--- config.mk ---
export PLATFORM = sky130hd
export DESIGN_NAME = mem_responder
export DESIGN_NICKNAME = d
export VERILOG_FILES = /design/src/rtl/mem_responder_pkg.sv /design/src/rtl/mem_responder_mem_array.sv /design/src/rtl/mem_responder.sv
export SDC_FILE = /design/constraint.sdc
export NUM_CORES = 2
export LEC_CHECK = 0
export CORE_AREA = 2 2 516 518
export CTS_CLUSTER_DIAMETER = 150
export CTS_CLUSTER_SIZE = 30
export DETAILED_ROUTE_END_ITERATION = 12
export DIE_AREA = 0 0 518 520
export PLACE_DENSITY_LB_ADDON = 0.15
export SLEW_MARGIN = 5
export SYNTH_ARGS = -nofsm -noshare
export SYNTH_HDL_FRONTEND = slang
export SYNTH_SLANG_ARGS = --single-unit
--- constraint.sdc ---
create_clock -name clock -period 4.5 [get_ports clock]
set_clock_uncertainty 0.1 [all_clocks]
set_input_delay 0.9 -clock clock [delete_from_list [all_inputs] [get_ports clock]]
set_output_delay 0.9 -clock clock [all_outputs]
set_load 0.1 [all_outputs]
--- src/rtl/mem_responder_pkg.sv ---
// mem_responder_pkg: bus width default, responder FSM state encoding,
// wait-counter width and the address range helper.
package mem_responder_pkg;

    localparam int DATA_W_DEF = 16;
    localparam int CNT_W      = 4;

    localparam logic [CNT_W-1:0] CNT_ZERO = 4'd0;
    localparam logic [CNT_W-1:0] CNT_ONE  = 4'd1;

    typedef enum logic [1:0] {
        ST_IDLE = 2'd0,
        ST_WAIT = 2'd1,
        ST_RESP = 2'd2
    } state_e;

    // True when a word address falls inside the populated RAM.
    function automatic logic addr_in_range(input logic [31:0] a, input logic [31:0] depth);
        return (a < depth) ? 1'b1 : 1'b0;
    endfunction

endpackage

--- src/rtl/mem_responder_mem_array.sv ---
// mem_array: single-port synchronous word RAM with a registered read port.
// Reset clears only the read register; stored words survive reset.
module mem_array
    import mem_responder_pkg::*;
#(
    parameter int DATA_W = DATA_W_DEF,
    parameter int DEPTH  = 128,
    parameter int IDX_W  = 7
) (
    input  logic              clock,
    input  logic              rst_i,
    input  logic              en_i,
    input  logic              we_i,
    input  logic [IDX_W-1:0]  idx_i,
    input  logic [DATA_W-1:0] wdata_i,
    output logic [DATA_W-1:0] rdata_o
);

    logic [DATA_W-1:0] mem_q [DEPTH];
    logic [DATA_W-1:0] rdata_q;

    // Storage write port; contents are never cleared.
    always_ff @(posedge clock) begin
        if (en_i && we_i) begin
            mem_q[idx_i] <= wdata_i;
        end
    end

    // Read register: loads only on reads, so writes and idle cycles hold it.
    always_ff @(posedge clock) begin
        if (rst_i) begin
            rdata_q <= {DATA_W{1'b0}};
        end else if (en_i && !we_i) begin
            rdata_q <= mem_q[idx_i];
        end
    end

    assign rdata_o = rdata_q;

endmodule

--- src/rtl/mem_responder.sv ---
// mem_responder: processor-bus memory responder with programmable wait states.
// Optional feature macro: MEM_ADDR_CHECK_EN (out-of-range addresses flagged and
// suppressed instead of wrapping modulo DEPTH).
module mem_responder
    import mem_responder_pkg::*;
#(
    parameter int DATA_W      = DATA_W_DEF,
    parameter int ADDR_W      = 7,
    parameter int DEPTH       = 128,
    parameter int WAIT_CYCLES = 0
) (
    input  logic              clock,
    input  logic              resetn,
    input  logic              req,
    input  logic [ADDR_W-1:0] addr,
    input  logic [DATA_W-1:0] wdata,
    input  logic              w_d,
    output logic [DATA_W-1:0] rdata,
    output logic              ack,
    output logic              busy,
    output logic              err_ovr,
    output logic              err_addr
);

    localparam int               IDX_W   = (DEPTH > 1) ? $clog2(DEPTH) : 1;
    localparam logic [CNT_W-1:0] WAIT_LD = CNT_W'(WAIT_CYCLES);
    localparam logic             NO_WAIT = (WAIT_CYCLES == 0) ? 1'b1 : 1'b0;

    state_e            state_q;
    logic [CNT_W-1:0]  cnt_q;
    logic [ADDR_W-1:0] addr_q;
    logic [DATA_W-1:0] wdata_q;
    logic              wr_q;
    logic              ack_q;
    logic              busy_q;
    logic              err_ovr_q;

    logic              accept_s;
    logic              access_s;
    logic [ADDR_W-1:0] acc_addr_s;
    logic [DATA_W-1:0] acc_wdata_s;
    logic              acc_wr_s;
    logic              acc_ok_s;
    logic              ram_en_s;
    logic [IDX_W-1:0]  ram_idx_s;
    logic [DATA_W-1:0] ram_rdata_s;

    assign accept_s = req && (state_q != ST_WAIT);

    // Select the access performed on this edge: live bus when there are no
    // wait states, otherwise the latched request on its last wait cycle.
    always_comb begin
        access_s    = 1'b0;
        acc_addr_s  = addr_q;
        acc_wdata_s = wdata_q;
        acc_wr_s    = wr_q;
        if (accept_s && NO_WAIT) begin
            access_s    = 1'b1;
            acc_addr_s  = addr;
            acc_wdata_s = wdata;
            acc_wr_s    = w_d;
        end else if ((state_q == ST_WAIT) && (cnt_q == CNT_ONE)) begin
            access_s    = 1'b1;
        end else begin
            access_s    = 1'b0;
        end
`ifdef MEM_ADDR_CHECK_EN
        acc_ok_s  = addr_in_range(32'(acc_addr_s), 32'(DEPTH));
`else
        acc_ok_s  = 1'b1;
`endif
        // Reset on the same edge cancels the access.
        ram_en_s  = access_s && acc_ok_s && !resetn;
        ram_idx_s = IDX_W'(32'(acc_addr_s) % 32'(DEPTH));
    end

    mem_array #(
        .DATA_W (DATA_W),
        .DEPTH  (DEPTH),
        .IDX_W  (IDX_W)
    ) u_array (
        .clock   (clock),
        .rst_i   (resetn),
        .en_i    (ram_en_s),
        .we_i    (acc_wr_s),
        .idx_i   (ram_idx_s),
        .wdata_i (acc_wdata_s),
        .rdata_o (ram_rdata_s)
    );

    // Request FSM: accept/latch, wait countdown, one-cycle ack and overrun flag.
    always_ff @(posedge clock) begin
        if (resetn) begin
            state_q   <= ST_IDLE;
            cnt_q     <= CNT_ZERO;
            addr_q    <= {ADDR_W{1'b0}};
            wdata_q   <= {DATA_W{1'b0}};
            wr_q      <= 1'b0;
            ack_q     <= 1'b0;
            busy_q    <= 1'b0;
            err_ovr_q <= 1'b0;
        end else begin
            ack_q <= 1'b0;
            if ((state_q == ST_WAIT) && req) begin
                err_ovr_q <= 1'b1;
            end
            case (state_q)
                ST_IDLE, ST_RESP: begin
                    if (req) begin
                        addr_q  <= addr;
                        wdata_q <= wdata;
                        wr_q    <= w_d;
                        if (NO_WAIT) begin
                            state_q <= ST_RESP;
                            ack_q   <= 1'b1;
                            busy_q  <= 1'b0;
                        end else begin
                            state_q <= ST_WAIT;
                            cnt_q   <= WAIT_LD;
                            busy_q  <= 1'b1;
                        end
                    end else begin
                        state_q <= ST_IDLE;
                        busy_q  <= 1'b0;
                    end
                end
                ST_WAIT: begin
                    if (cnt_q == CNT_ONE) begin
                        state_q <= ST_RESP;
                        cnt_q   <= CNT_ZERO;
                        ack_q   <= 1'b1;
                        busy_q  <= 1'b0;
                    end else begin
                        cnt_q   <= cnt_q - CNT_ONE;
                    end
                end
                default: begin
                    state_q <= ST_IDLE;
                    cnt_q   <= CNT_ZERO;
                    busy_q  <= 1'b0;
                end
            endcase
        end
    end

`ifdef MEM_ADDR_CHECK_EN
    logic rd_zero_q;
    logic err_addr_q;

    // Out-of-range tracking: zero the read data and raise the sticky flag.
    always_ff @(posedge clock) begin
        if (resetn) begin
            rd_zero_q  <= 1'b0;
            err_addr_q <= 1'b0;
        end else begin
            if (access_s && !acc_wr_s) begin
                rd_zero_q <= !acc_ok_s;
            end
            if (access_s && !acc_ok_s) begin
                err_addr_q <= 1'b1;
            end
        end
    end

    assign rdata    = rd_zero_q ? {DATA_W{1'b0}} : ram_rdata_s;
    assign err_addr = err_addr_q;
`else
    assign rdata    = ram_rdata_s;
    assign err_addr = 1'b0;
`endif

    assign ack     = ack_q;
    assign busy    = busy_q;
    assign err_ovr = err_ovr_q;

endmodule

## Yosys cells after proc, flatten, opt, wreduce, memory -nomap -nowiden

Memory sizes are Yosys's and may differ from the RTL's. A register that Yosys moved wholly into a read port is not among the register bits.
Cells that the tools add are included.

- Register bits after elaboration: 32
- RAM bits: 2048
- Input port bits: 27
- Output and inout bits: 20
- Logic and storage cells: 40
- Memories kept: 1

- Add/sub/neg operators: 1
- Equal/unequal tests: 5
- Multiplexer cells: 15
- Reduce and logical (&&, ||, !) cells: 11

Memory list:

| name | depth | bits a word | read ports | clocked after Yosys merged registers in | wr ports | line | text |
|---|---|---|---|---|---|---|---|
| u_array.mem_q | 128 | 16 | 1 | 1 | 1 | mem_responder_mem_array.sv:19 | `logic [DATA_W-1:0] mem_q [DEPTH];` |

Operators with widths:

| operator | count |
|---|---|
| $mux 16 | 1 |
| $pmux 4 s2 | 1 |
| $mux 1 | 7 |
| $mux 7 | 1 |
| $logic_and 1x1->1 | 6 |
| $eq 4x1->1 const B | 1 |
| $mux 2 | 2 |
| $mux 4 | 1 |
| $ne 2x1->1 const B | 2 |
| $pmux 2 s2 | 1 |
| $sub 4x1->4 const B | 1 |
| $eq 2x1->1 const B | 1 |
| $eq 2x2->1 const B | 1 |
| $logic_not 1->1 | 2 |
| $logic_not 2->1 | 1 |
| $pmux 1 s2 | 1 |
| $reduce_and 2->1 | 1 |
| $reduce_or 2->1 | 1 |

## Logic depth before layout (Yosys ltp)

- Word-level depth: 8
- Depth in mapped cells: 14
- Gate-level depth less buffers: 7

## By module

From an unflattened synthesis, not the netlist that was laid out.

- Cell total of the unflattened synthesis: 4510
- Area total of the unflattened synthesis: 80857.5 µm²

Modules (own cells, without submodules):

| module | instances | cells each | area each (µm²) |
|---|---|---|---|
| mem_array | 1 | 4426 | 79789.0 |
| mem_responder | 1 | 84 | 1068.5 |

## Worst setup path before layout

No wires, ideal clock.

- Path kind: input -> register
- Start: in req
- End: mem u_array.mem_q[0][0] (netlist name) (enable)
- Library setup time: 0.389 ns
- Arrival: 3.356 ns
- Setup slack: 0.655 ns
- Stages on the path: 9
- Buffers on the path: 6
- Cell sequence: buf_6 buf_6 buf_6 buf_4 buf_2 buf_2 o32ai_1 nand2_1 nor2_1

- Word-level cells in the longest chain between the ends: 6

RTL lines:

| element | line | text |
|---|---|---|
| start: declaration | mem_responder.sv:14 | `input logic req,` |
| $logic_and 1x1->1 (*) | mem_responder.sv:48 | `assign accept_s = req && (state_q != ST_WAIT);` |
| $mux 1 | mem_responder.sv:57 | `if (accept_s && NO_WAIT) begin` |
| $logic_and 1x1->1 | mem_responder.sv:73 | `ram_en_s = access_s && acc_ok_s && !resetn;` |
| $logic_and 1x1->1 | mem_responder_mem_array.sv:24 | `if (en_i && we_i) begin` |
| $mux 1 | mem_responder_mem_array.sv:24 |  |
| $mux 1 (not written as such) | mem_responder_mem_array.sv:25 | `mem_q[idx_i] <= wdata_i;` |
| end: declaration | mem_responder_mem_array.sv:19 |  |

Mark *: on every way between the ends. The rest lies on a longest branch, timed or not.

## Worst setup path after layout

- Start: in addr[0]
- End: reg u_array.rdata_q[13], in the netlist u_array.rdata_o[13] (read register of u_array.mem_q)

- Word-level cells in the longest chain between the ends: 1

RTL lines:

| element | line | text |
|---|---|---|
| start: declaration | mem_responder.sv:15 | `input logic [ADDR_W-1:0] addr,` |
| $mux 7 | mem_responder.sv:57 |  |
| end: declaration | mem_responder_mem_array.sv:20 | `logic [DATA_W-1:0] rdata_q;` |

Every way passes these cells.
A chain may end at the register's enable or synchronous reset.

==> out/metrics.cfg <==
[outcome]
outcome = completed

[global_route]
overflow = 0
grt_pass1_wl_microns = 352000
grt_pass1_vias = 42900
antenna_found_initial = 18
grt_max_degree = 130
grt.total_usage_pct = 18.3

[final_layout]
final_area_sq_mm = 0.0917
final_nets = 5015
syn_to_final_growth_pct = 16.4
final_util_pct = 34.8
finish.cell_count_without_fillers = 8565
final_layout_size_suffix_gt1_share_pct = 16.4

[setup_path]
cp.depth = 14
crit_end = u_array.rdata_o[13]
rr_startpoint = addr_q[0]
worst-path-buf-inv = 7
reg2reg_to = u_array.rdata_o[13]
endpoint_kind = flip-flop
crit_family = buffers and inverters
startpoint_type = primary input
cp.required_ns = 5.05
path_common_cell = buf_4
slowest_stage = clkdlybuf4s50_1
crit_arrival_ns = 4.73
worstSetupStartpoint = addr[0]
r2r_cells = 12
timing.reg2reg.setup_slack_ns = 0.50
crit_fanout = 42
path_cells = clkdlybuf4s50_1 -> buf_4 -> mux2_8 -> buf_12 -> buf_12 -> mux2i_1 -> o22ai_1 -> o21ai_0 -> buf_4 -> a41oi_1 -> buf_4 -> a21oi_1 -> buf_4 -> a311oi_1
path_class = primary input to flip-flop
max_stage_delay_ns = 0.70

[sta]
report.final.slew_viol_count = 0
fmax_ghz = 0.239
fin_setup_tns_ns = 0
worstMarginPinSlew_ns = 1.06
finalSetupViolCount = 0
fin_crit_ns = 4.18
holdWs_ns = 0.462
hold_viol_final = 0
fin_crit_sh_pct = 92.8
rsz0062_at_grt = false
relSlewSlack_pct = 29.1

[synthesis]
synth_top_area_cell = edfxtp_1
synth_area_leaders = edfxtp_1, mux2i_1, a22oi_1
synthArstFlopShare_pct = 0
ys_ff_latch = 2088
synth_seq_area_share_pct = 79.1
ys_warn_count = 0
netlist.area_leader.share_pct = 78.1
netlist-cell-type-count = 68
synth_edf_count = 2048
synth_area_sq_mm = 0.0788
syn_area_per_cell_sq_um = 17.3
yosys_most_used_dff = edfxtp_1
syn_inst = 4559

[placement]
dpl.hpwl_microns = 160000
portBuffers = 43
place_congestion = 0.806
placed_area_sq_mm = 0.0894
placedCellCount = 8439

[clock_tree]
cts.sinks = 2088
cts_max_level = 3
numCtsBuffers = 80
clk_pin_slew_worst_paths_ns = 0.13
cts_tree = built
clk_latency_ns = 0.78
hold_buffers = 0
cts_resized = 0
cts_setup_buffers = 0
cts_buffer_depth = 3
cts_root_buffer = clkbuf_16

[detailed_routing]
drt_wl_total_microns = 253000
vias_per_cell = 5.13
vias = 43900
drtPass1Iterations = 5
routedWlPerCell_microns = 29.5
drc = 0
ant_nets = 0
drt_iter0_drc = 4483

[floorplanning]
rows = 189
core_sq_mm = 0.264
die_w_microns = 518
io_pins = 47
dieHeight_microns = 520
die_area_sq_mm = 0.269
start_util_pct = 29.9

[flow_run]
drv_cap = 0

[power]
p_leak_nw = 28.4
combPwrFrac_pct = 9.5
p_seq_share_pct = 62.7
intPower_mw = 26.1
clock_power_share_pct = 27.8
p_sw_mw = 8.26
powerDensity_mw_per_mm2 = 375
vdd_ir_drop_max_mv = 0.304
p_sw_share_pct = 24.0

[min_path]
hold_class = primary input to flip-flop

cell usage after synthesis (12+ instances only):
library cell,instances
mux2_2,17
buf_2,130
dfxtp_1,40
o41ai_1,17
a21oi_1,152
edfxtp_1,2048
a22o_1,18
nor4_1,20
o22ai_1,183
buf_1,33
o21ai_0,117
or4_1,23
clkbuf_1,100
mux2i_1,365
nor2b_1,24
nand2_1,284
nand4_1,20
nor2_1,160
buf_4,30
a41oi_1,111
a222oi_1,17
buf_6,17
nand3_1,15
nor3_1,12
a22oi_1,465
power by group through the flow:
stage	registers, mW	clock network [mW]	logic [mW]
CTS	21.6	9.83	3.31
detailed placement	22.0	0	3.30
finish	21.6	9.54	3.26
global placement	22.0	0	3.29
floorplan	22.1	0	1.40
global route	21.6	10.4	3.44
worst register-to-register path, cell delays in order, from the launching register on:
cell and delay, ns:
dfxtp_1 0.77, mux2_8 0.41, buf_12 0.30, buf_12 0.35, mux2i_1 0.23, o22ai_1 0.10
o21ai_0 0.31, buf_4 0.19, a41oi_1 0.11, buf_4 0.21, a21oi_1 0.52, buf_4 0.22
a311oi_1 0.08
through the flow:
| step | worst slack (ns) | total power, mW |
|---|---|---|
| floorplan | 0.655 | 23.5 |
| global placement | -0.578 | 25.3 |
| detailed placement | -0.595 | 25.3 |
| CTS | 0.262 | 34.7 |
| global route | 0.230 | 35.4 |
| finish | 0.322 | 34.4 |
metal layers:
layer,track usage [%],up-vias,wire length [microns]
met5,0,-,13
met4,3.56,2,5090
met3,2.21,170,10400
met2,30.2,939,121000
met1,25.9,23500,116000
li1,-,19300,-
registers in the layout, summed over array words and instances (netlist names):
register and cells:
wdata_q 16, u_array.rdata_o 16, addr_q 7, ack 1, u_array.mem_q 2048
placed cells by master (no fill, tap or decap), drive strengths merged, types with 5 or more instances in the layout:
master         Yosys  routed
nor2b             24      24
clkbuf           100     115
o41ai             20      20
nor3              12      12
a21oi            152     152
inv                2       6
mux2              18      18
dfxtp             40      40
nand3             15      15
a222oi            17      17
a311oi            10      10
or2                6       6
a22oi            466     466
a221o              8       8
buf              210     614
a41oi            111     111
o311ai            11      11
nor4              21      21
a21o               6       6
a22o              18      18
nand2            284     284
nand2b             6       6
o22ai            183     183
o211ai             6       6
edfxtp          2048    2048
and4               8       8
clkdlybuf4s50      0      41
a211oi            11      11
nand4             20      20
a221oi             9       9
or4               23      23
mux2i            365     365
nor2             160     160
o21ai            122     122
a41o               5       5
cells by family (layout without fill, tap and decap cells):
| kind of cell | Yosys count | after routing | synth area share (%) |
|---|---|---|---|
| AO/OA/AOI/OAI | 1176 | 1176 | 10.5 |
| other | 1 | 7 | 0.00476 |
| flip-flops | 2088 | 2088 | 79.1 |
| AND/OR/NAND/NOR | 599 | 599 | 3.50 |
| buffers and inverters | 312 | 779 | 2.00 |
| multiplexers | 383 | 383 | 4.89 |
how the worst min path moves through the flow:
stage,from,to,slack [ns],depth (start not counted)
global route,resetn,ack,0.37,2
floorplan,addr_q[5],addr_q[5],0.41,2
global placement,addr_q[5],addr_q[5],0.47,2
finish,resetn,ack,0.46,2
detailed placement,addr_q[5],addr_q[5],0.49,2
CTS,resetn,ack,0.38,2
cell type report:
class / count / area [sq um]
diodes: 4 / 10.0
clock buffers: 115 / 2200
clock inverters: 7 / 105
fillers: 25100 / 172000
inverters: 2 / 7.51
multi-input cells: 2161 / 15400
flip-flops and latches: 2088 / 62300
well taps: 3533 / 4420
repair buffers: 655 / 7320
No activity file was read; power rests on OpenSTA's default activity.
